File: src/rtl/fuzz_report_collector.sv
// Collects status reports written by a fuzzing satellite into a timestamped
// first-word-fall-through FIFO and keeps saturating per-class event counters.
module fuzz_report_collector #(
    parameter int                    ADDR_WIDTH  = 32,
    parameter int                    DATA_WIDTH  = 32,
    parameter int                    DEPTH       = 8,
    parameter int                    TS_WIDTH    = 16,
    parameter logic [ADDR_WIDTH-1:0] REPORT_ADDR = 32'h8000_0000,
    parameter int                    COOLDOWN    = 4
) (
    input  logic                        clk,
    input  logic                        rst_n,
    input  logic                        sat_req_i,
    input  logic                        sat_we_i,
    input  logic [ADDR_WIDTH-1:0]       sat_addr_write_i,
    input  logic [DATA_WIDTH-1:0]       sat_wdata_i,
    output logic                        sat_write_done_o,
    input  logic                        host_pop_i,
    input  logic                        host_clr_i,
    output logic                        rpt_valid_o,
    output logic [DATA_WIDTH-1:0]       rpt_data_o,
    output logic [TS_WIDTH-1:0]         rpt_ts_o,
    output logic [$clog2(DEPTH):0]      fifo_count_o,
    output logic [15:0]                 crash_cnt_o,
    output logic [15:0]                 hang_cnt_o,
    output logic [15:0]                 ovf_cnt_o,
    output logic [15:0]                 mism_cnt_o,
    output logic [15:0]                 drop_cnt_o,
    output logic [15:0]                 badaddr_cnt_o,
    output logic                        irq_o
);

    localparam int PW   = $clog2(DEPTH);
    localparam int CNTW = PW + 1;
    localparam int CLW  = $clog2(COOLDOWN + 2);

    typedef enum logic [1:0] {
        S_IDLE,
        S_CAPTURE,
        S_DONE,
        S_COOL
    } state_t;

    state_t                state_q, state_d;
    logic [DATA_WIDTH-1:0] data_q, data_d;
    logic                  match_q, match_d;
    logic [TS_WIDTH-1:0]   tsLatch_q, tsLatch_d;
    logic [CLW-1:0]        cool_q, cool_d;
    logic [TS_WIDTH-1:0]   ts_q;

    logic [DATA_WIDTH-1:0] memData_q [DEPTH];
    logic [TS_WIDTH-1:0]   memTs_q   [DEPTH];
    logic [PW-1:0]         wrPtr_q, rdPtr_q;
    logic [CNTW-1:0]       count_q;

    logic [15:0] crashCnt_q, hangCnt_q, ovfCnt_q, mismCnt_q, dropCnt_q, badAddrCnt_q;

    logic        capture, fifoFull, popEn, pushEn, dropEv, badEv;
    logic [15:0] tag;

    function automatic logic [15:0] satInc(input logic [15:0] v, input logic en);
        return (en && (v != 16'hFFFF)) ? v + 16'd1 : v;
    endfunction

    always_ff @(posedge clk or negedge rst_n) begin
        if (!rst_n) begin
            ts_q <= '0;
        end else begin
            ts_q <= ts_q + TS_WIDTH'(1);
        end
    end

    always_ff @(posedge clk or negedge rst_n) begin
        if (!rst_n) begin
            state_q   <= S_IDLE;
            data_q    <= '0;
            match_q   <= 1'b0;
            tsLatch_q <= '0;
            cool_q    <= '0;
        end else begin
            state_q   <= state_d;
            data_q    <= data_d;
            match_q   <= match_d;
            tsLatch_q <= tsLatch_d;
            cool_q    <= cool_d;
        end
    end

    // The cooldown state lasts exactly COOLDOWN cycles, giving a COOLDOWN+3 cycle report period.
    always_comb begin
        state_d   = state_q;
        data_d    = data_q;
        match_d   = match_q;
        tsLatch_d = tsLatch_q;
        cool_d    = cool_q;
        case (state_q)
            S_IDLE: begin
                if (sat_req_i && sat_we_i) begin
                    data_d    = sat_wdata_i;
                    match_d   = (sat_addr_write_i == REPORT_ADDR);
                    tsLatch_d = ts_q;
                    state_d   = S_CAPTURE;
                end
            end
            S_CAPTURE: begin
                state_d = S_DONE;
            end
            S_DONE: begin
                if (COOLDOWN == 0) begin
                    state_d = S_IDLE;
                end else begin
                    cool_d  = CLW'(COOLDOWN);
                    state_d = S_COOL;
                end
            end
            S_COOL: begin
                if (cool_q <= CLW'(1)) begin
                    cool_d  = '0;
                    state_d = S_IDLE;
                end else begin
                    cool_d = cool_q - CLW'(1);
                end
            end
            default: begin
                state_d = S_IDLE;
            end
        endcase
    end

    assign sat_write_done_o = (state_q == S_DONE);

    // A pop in the same cycle frees a slot, so a full FIFO still accepts the push.
    assign capture  = (state_q == S_CAPTURE);
    assign fifoFull = (count_q == CNTW'(DEPTH));
    assign popEn    = host_pop_i && (count_q != '0);
    assign pushEn   = capture && match_q && (!fifoFull || popEn);
    assign dropEv   = capture && match_q && fifoFull && !popEn;
    assign badEv    = capture && !match_q;
    assign tag      = data_q[31:16];

    always_ff @(posedge clk) begin
        if (pushEn && !host_clr_i) begin
            memData_q[wrPtr_q] <= data_q;
            memTs_q[wrPtr_q]   <= tsLatch_q;
        end
    end

    always_ff @(posedge clk or negedge rst_n) begin
        if (!rst_n) begin
            wrPtr_q      <= '0;
            rdPtr_q      <= '0;
            count_q      <= '0;
            crashCnt_q   <= '0;
            hangCnt_q    <= '0;
            ovfCnt_q     <= '0;
            mismCnt_q    <= '0;
            dropCnt_q    <= '0;
            badAddrCnt_q <= '0;
        end else if (host_clr_i) begin
            wrPtr_q      <= '0;
            rdPtr_q      <= '0;
            count_q      <= '0;
            crashCnt_q   <= '0;
            hangCnt_q    <= '0;
            ovfCnt_q     <= '0;
            mismCnt_q    <= '0;
            dropCnt_q    <= '0;
            badAddrCnt_q <= '0;
        end else begin
            if (pushEn) begin
                wrPtr_q <= wrPtr_q + PW'(1);
            end
            if (popEn) begin
                rdPtr_q <= rdPtr_q + PW'(1);
            end
            if (pushEn && !popEn) begin
                count_q <= count_q + CNTW'(1);
            end else if (!pushEn && popEn) begin
                count_q <= count_q - CNTW'(1);
            end
            crashCnt_q   <= satInc(crashCnt_q, pushEn && (tag == 16'hDEAD));
            hangCnt_q    <= satInc(hangCnt_q,  pushEn && (tag == 16'hBEEF));
            ovfCnt_q     <= satInc(ovfCnt_q,   pushEn && (tag == 16'hC0DE));
            mismCnt_q    <= satInc(mismCnt_q,  pushEn && (tag == 16'hFFFF));
            dropCnt_q    <= satInc(dropCnt_q, dropEv);
            badAddrCnt_q <= satInc(badAddrCnt_q, badEv);
        end
    end

    assign rpt_valid_o   = (count_q != '0);
    assign rpt_data_o    = rpt_valid_o ? memData_q[rdPtr_q] : '0;
    assign rpt_ts_o      = rpt_valid_o ? memTs_q[rdPtr_q] : '0;
    assign fifo_count_o  = count_q;
    assign crash_cnt_o   = crashCnt_q;
    assign hang_cnt_o    = hangCnt_q;
    assign ovf_cnt_o     = ovfCnt_q;
    assign mism_cnt_o    = mismCnt_q;
    assign drop_cnt_o    = dropCnt_q;
    assign badaddr_cnt_o = badAddrCnt_q;
    assign irq_o         = rpt_valid_o || (dropCnt_q != 16'd0);

endmodule

File: config.mk
export PLATFORM = sky130hd
export DESIGN_NAME = fuzz_report_collector
export DESIGN_NICKNAME = d
export VERILOG_FILES = /design/src/rtl/fuzz_report_collector.sv
export SDC_FILE = /design/constraint.sdc
export NUM_CORES = 1
export LEC_CHECK = 0
export CAP_MARGIN = 20
export CORE_MARGIN = 2
export CORE_UTILIZATION = 60
export CTS_CLUSTER_DIAMETER = 30
export DETAILED_ROUTE_END_ITERATION = 10
export DONT_BUFFER_PORTS = 1
export GPL_ROUTABILITY_DRIVEN = 0
export MAX_ROUTING_LAYER = met4
export PLACE_DENSITY = 0.85
export SYNTH_ARGS = -nofsm -noshare
export SYNTH_HDL_FRONTEND = slang
export SYNTH_SLANG_ARGS = --single-unit
File: constraint.sdc
create_clock -name clk -period 8 [get_ports clk]
set_clock_uncertainty 0.2 [all_clocks]
set_input_delay 1.6 -clock clk [delete_from_list [all_inputs] [get_ports clk]]
set_output_delay 1.6 -clock clk [all_outputs]
set_load 0.1 [all_outputs]
Word level (Yosys, flattened, before mapping)
Memories as Yosys holds them, arrays and structs flattened.
Index checks and enable logic that the tools add are counted.
Widths: inputs -> output; s select.
{"block": "totals", "mem_bits_rw": 384, "out_inout_bits": 151, "wordCells": 117, "inputBits": 70, "register_bits": 176, "memories": 2}
{"block": "op_classes", "order_cmp": 1, "n_addsub": 12, "eq_ne": 17, "n_mux": 28, "reduce_logical": 42}
{"name": "memData_q", "depth": 8, "word_bits": 32, "rd": 1, "rd_clocked_by_memory_dff": 0, "write_ports": 1, "line_no": "51", "text": "logic [DATA_WIDTH-1:0] memData_q [DEPTH];"}
{"name": "memTs_q", "depth": 8, "word_bits": 16, "rd": 1, "rd_clocked_by_memory_dff": 0, "write_ports": 1, "line_no": "52", "text": "logic [TS_WIDTH-1:0] memTs_q [DEPTH];"}
{"op": "$mux 16", "n": 13}
{"op": "$add 16x1->16 const B", "n": 7}
{"op": "$ne 16x16->1 const B", "n": 6}
{"op": "$eq 16x16->1 const B", "n": 4}
{"op": "$eq 32x32->1 const B", "n": 1}
{"op": "$mux 32", "n": 1}
{"op": "$logic_and 1x1->1", "n": 20}
{"op": "$reduce_bool 2->1", "n": 9}
{"op": "$reduce_bool 16->1", "n": 1}
{"op": "$mux 3", "n": 5}
{"op": "$mux 4", "n": 3}
{"op": "$pmux 2 s4", "n": 1}
{"op": "$add 3x1->3 const B", "n": 2}
{"op": "$pmux 3 s2", "n": 1}
{"op": "$logic_not 1->1", "n": 5}
{"op": "$add 4x1->4 const B", "n": 1}
{"op": "$eq 2x2->1 const B", "n": 2}
{"op": "$eq 4x4->1 const B", "n": 1}
{"op": "$mux 2", "n": 2}
{"op": "$ne 2x2->1 const B", "n": 2}
{"op": "$reduce_and 2->1", "n": 2}
{"op": "$reduce_bool 4->1", "n": 1}
{"op": "$sub 4x1->4 const B", "n": 1}
{"op": "$le 3x1->1 const B", "n": 1}
{"op": "6 further kinds", "n": 8}

Depth between registers and ports, before layout
{"block": "logic_depth", "depth_word": 9, "mapped_depth": 11, "mapped_depth_nobuf": 11}

Least setup slack after synthesis
Ideal clock, no wire load.
{"block": "synth_path", "kind": "input-to-reg", "start": "input port host_pop_i", "end": "memory memData_q[0][0], enable pin", "arrival_ps": 7070, "setup_time_ps": 589, "required_ps": 7211, "setup_slack_ps": 141, "path_stages": 4, "path_buffers": 1, "path_cell_list": "buf_2 > nand2b_1 > o21ai_0 > nor4b_1"}
{"block": "synth_between", "elab_chain_cells": 6}
{"element": "start: declaration", "line_no": "18", "text": "input logic host_pop_i,"}
{"element": "$logic_and 1x1->1", "line_no": "135", "text": "assign popEn = host_pop_i && (count_q != '0);"}
{"element": "$logic_or 1x1->1", "line_no": "136", "text": "assign pushEn = capture && match_q && (!fifoFull || popEn);"}
{"element": "$logic_and 1x1->1", "line_no": "136"}
{"element": "$logic_and 1x1->1", "line_no": "142", "text": "if (pushEn && !host_clr_i) begin"}
{"element": "$mux 1", "line_no": "142"}
{"element": "$mux 1 (not written as such)", "line_no": "143", "text": "memData_q[wrPtr_q] <= data_q;"}
{"element": "end: declaration", "line_no": "51"}
Every way passes these cells.

Worst setup path after layout
{"block": "layout_path", "start": "register rdPtr_q[0]", "end": "output port rpt_ts_o[15]"}
{"block": "layout_between", "elab_chain_cells": 2}
{"element": "start: declaration", "line_no": "53", "text": "logic [PW-1:0] wrPtr_q, rdPtr_q;"}
{"element": "start signal: assignment", "line_no": "174", "text": "rdPtr_q <= rdPtr_q + PW'(1);"}
{"element": "$mem_v2 8x16"}
{"element": "$mux 16", "line_no": "192", "text": "assign rpt_ts_o = rpt_valid_o ? memTs_q[rdPtr_q] : '0;"}
{"element": "end: declaration", "line_no": "22", "text": "output logic [TS_WIDTH-1:0] rpt_ts_o,"}
Every way passes these cells.

==> results.json <==
{
  "status": "finished clean",
  "rsz0062_at_grt": "no",
  "syn_to_final_growth_pct": 18.1,
  "placeableCoreArea_mm2": 0.0386,
  "power.internal_uw": 6730,
  "power_frac_seq": 0.390,
  "cts_sinks": 560,
  "crit_chain": "buf_4 > mux4_2 > mux2i_1 > nor2_2",
  "ir_drop_uv": 194,
  "hpwl_um": 29400,
  "ios": 221,
  "path_clk_slew_ns": 0.05,
  "drv_slew": 0,
  "ant_nets": 0,
  "yosysSeqAreaShare": 0.680,
  "min-delay-start": "cool_q[2]$_DFFE_PN0P_",
  "critPathLaunchType": "flop",
  "ys_seq_elements": 560,
  "synth_warnings": 0,
  "worstPathRequired_ns": 6.20,
  "postCtsSetupBuffers": 0,
  "numCtsBuffers": 101,
  "worstMarginPinSlew_ns": 1.14,
  "cts-root-buf": "clkbuf_16",
  "seqCellArea_mm2": 0.0159,
  "holdWs_ns": 0.285,
  "holdBufCountCts": 0,
  "fin_area_mm2": 0.0277,
  "grt_pass1_wl_um": 84100,
  "insertion_delay_ns": 0.63,
  "dr.pass1.iters": 5,
  "finalPower_uw": 10100,
  "synth.net_count": 1581,
  "syn_area_mm2": 0.0234,
  "worst-r2r-cell-count": 11,
  "die_y_um": 202,
  "cp_max_fo": 43,
  "drtIter0Drc": 1091,
  "yosys.cell_count.top_type": "edfxtp_1",
  "ys.flop_type": "edfxtp_1",
  "setup_tns_ns": 0,
  "fmax_ghz": 0.181,
  "drive_gt1_frac": 0.262,
  "avgSynthCellArea_um2": 15.7,
  "cp-startpoint": "rdPtr_q[0]$_DFFE_PN0P_",
  "initial_core_util": 0.607,
  "avgViaCountPerCell": 6.42,
  "async_flop_share": 0.314,
  "relSlewSlack": 0.243,
  "hold_path.class": "flop to flop",
  "r2r-start": "fifo_count_o[0]$_DFFE_PN0P_",
  "multi_input_area_mm2": 0.00732,
  "p_leak_uw": 0.00980,
  "placed_area_mm2": 0.0242,
  "r2r_slack_ns": 3.53,
  "setup_violations": 0,
  "critPathCaptureType": "output port",
  "wl_per_cell_um": 25.4,
  "antenna_found_initial": 4,
  "crit_slowest_cell": "dfrtp_4",
  "nFillCells": 2296,
  "cts_resized": 0,
  "clk_path_buf_depth": 3,
  "yosys-top-cells-count": "edfxtp_1 (384), dfrtp_1 (176), nor2_1 (115)",
  "numPortBuffers": 0,
  "hold_violations": 0,
  "grtUsageTotal": 0.282,
  "drt-total-wl_um": 54700,
  "dieArea_mm2": 0.0407,
  "drc": 0,
  "cp.arrival_ns": 3.72,
  "tritoncts": "built",
  "reg2reg_to": "fifo_count_o[3]$_DFFE_PN0P_",
  "synth_top_area_frac": 0.492,
  "grt_start_max_net_pins": 177,
  "num_vias": 13800,
  "nets": 1635,
  "htree_levels": 3,
  "syn_inst": 1491,
  "gr-total-overflow": 0,
  "period_share": 0.690,
  "yosysTopAreaCell": "edfxtp_1",
  "synth_edf_count": 384,
  "power.switching_uw": 3370,
  "worst-setup-path-type": "flop to output port",
  "die_x_um": 202,
  "power_density_mw_per_mm2": 365,
  "synth_area_leaders": "edfxtp_1 (49%), dfrtp_1 (19%), mux4_2 (9.2%)",
  "clockPowerShare": 0.427,
  "max-cap-violations": 0,
  "switching_share": 0.334,
  "rows": 72,
  "pwr-share-comb": 0.183,
  "grt_pass1_vias": 14400,
  "hold_end": "cool_q[2]$_DFFE_PN0P_",
  "holdPathStages": 1,
  "crit_path_max_incr_delay_ns": 0.97,
  "synthDistinctLibCells": 60,
  "period_minus_slack_ns": 5.52
}
## through the flow
stage | cells | util | setup slack [ns]
finish | 2153 | 0.716 | 2.48
global route | 2153 | 0.716 | 2.20
CTS | 2149 | 0.716 | 2.34
detailed placement | 1960 | 0.625 | 3.05
global placement | 1960 | 0.625 | 3.14
floorplan | 1491 | - | 0.141
## worst max-delay path: cells and delay by family, from the launching register on
family / cells / cell delay [ns]
muxes: 2 / 0.49
DFF: 1 / 0.97
and+or+nand+nor: 1 / 0.89
buffers and inverters: 1 / 0.68
## area by class of cell
cell class	count	area share
antenna	4	0.000362
clock buffer	118	0.0981
clock inverter	71	0.0286
inverter	24	0.00326
multi-input combinational	838	0.265
sequential	560	0.576
tap	518	0.0234
timing repair buffer	20	0.00543
## placed cells by master, fill, tap and decap left out, types with 38 or more instances in the layout
master / n
a21oi_1: 59
mux2i_1: 53
mux4_2: 96
o21ai_0: 38
nand4_1: 38
edfxtp_1: 384
nand2_1: 52
mux2_2: 60
clkbuf_16: 104
dfrtp_1: 173
nor2_2: 48
nand3_1: 43
nor2_1: 65
## worst max-delay path by stage
stage                                     end  slack (ns)  cells after the start
global route                   rpt_data_o[31]        2.20                      4
finish                           rpt_ts_o[15]        2.48                      4
floorplan           memData_q[0][0]$_DFFE_PP_        0.14                      4
CTS                            rpt_data_o[31]        2.34                      4
global placement               rpt_data_o[24]        3.14                      4
detailed placement             rpt_data_o[27]        3.05                      4
## layer usage
| layer | GRT usage | routed length (um) | up-vias |
|---|---|---|---|
| met5 | - | 0 | - |
| met4 | 0.0861 | 1210 | 0 |
| met3 | 0.0777 | 4400 | 122 |
| met2 | 0.462 | 28200 | 611 |
| met1 | 0.346 | 21000 | 7123 |
| li1 | - | - | 5962 |
## kinds of logic (layout without fill, tap and decap cells)
group,count (synthesis),in the layout,synth area share
DFF,560,560,0.680
xor gates and xnor gates,46,46,0.0172
other,0,4,0
AOI/OAI and AO/OA,145,145,0.0369
and+or+nand+nor,418,418,0.0959
buffers and inverters,93,233,0.0155
adders and majority gates,20,20,0.0110
muxes,209,209,0.144
## sequential cells by signal (all words and copies together), names as in the netlist
name and cells:
badaddr_cnt_o 16, cool_q 3, crash_cnt_o 16, data_q 32, drop_cnt_o 16, fifo_count_o 4
hang_cnt_o 16, match_q 1, memData_q 256, memTs_q 128, mism_cnt_o 16, ovf_cnt_o 16
rdPtr_q 3, state_q 2, tsLatch_q 16, ts_q 16, wrPtr_q 3
## power by group through the flow
stage                     clock, uW  sequential (uW)  combinational [uW]
after floorplan                   0             3760                1670
after global placement            0             3960                1800
after detailed placement          0             3990                1830
after CTS                      4360             3940                1860
after global routing           4490             3990                1930
final                          4310             3940                1850
(Power assumes the default switching activity.)
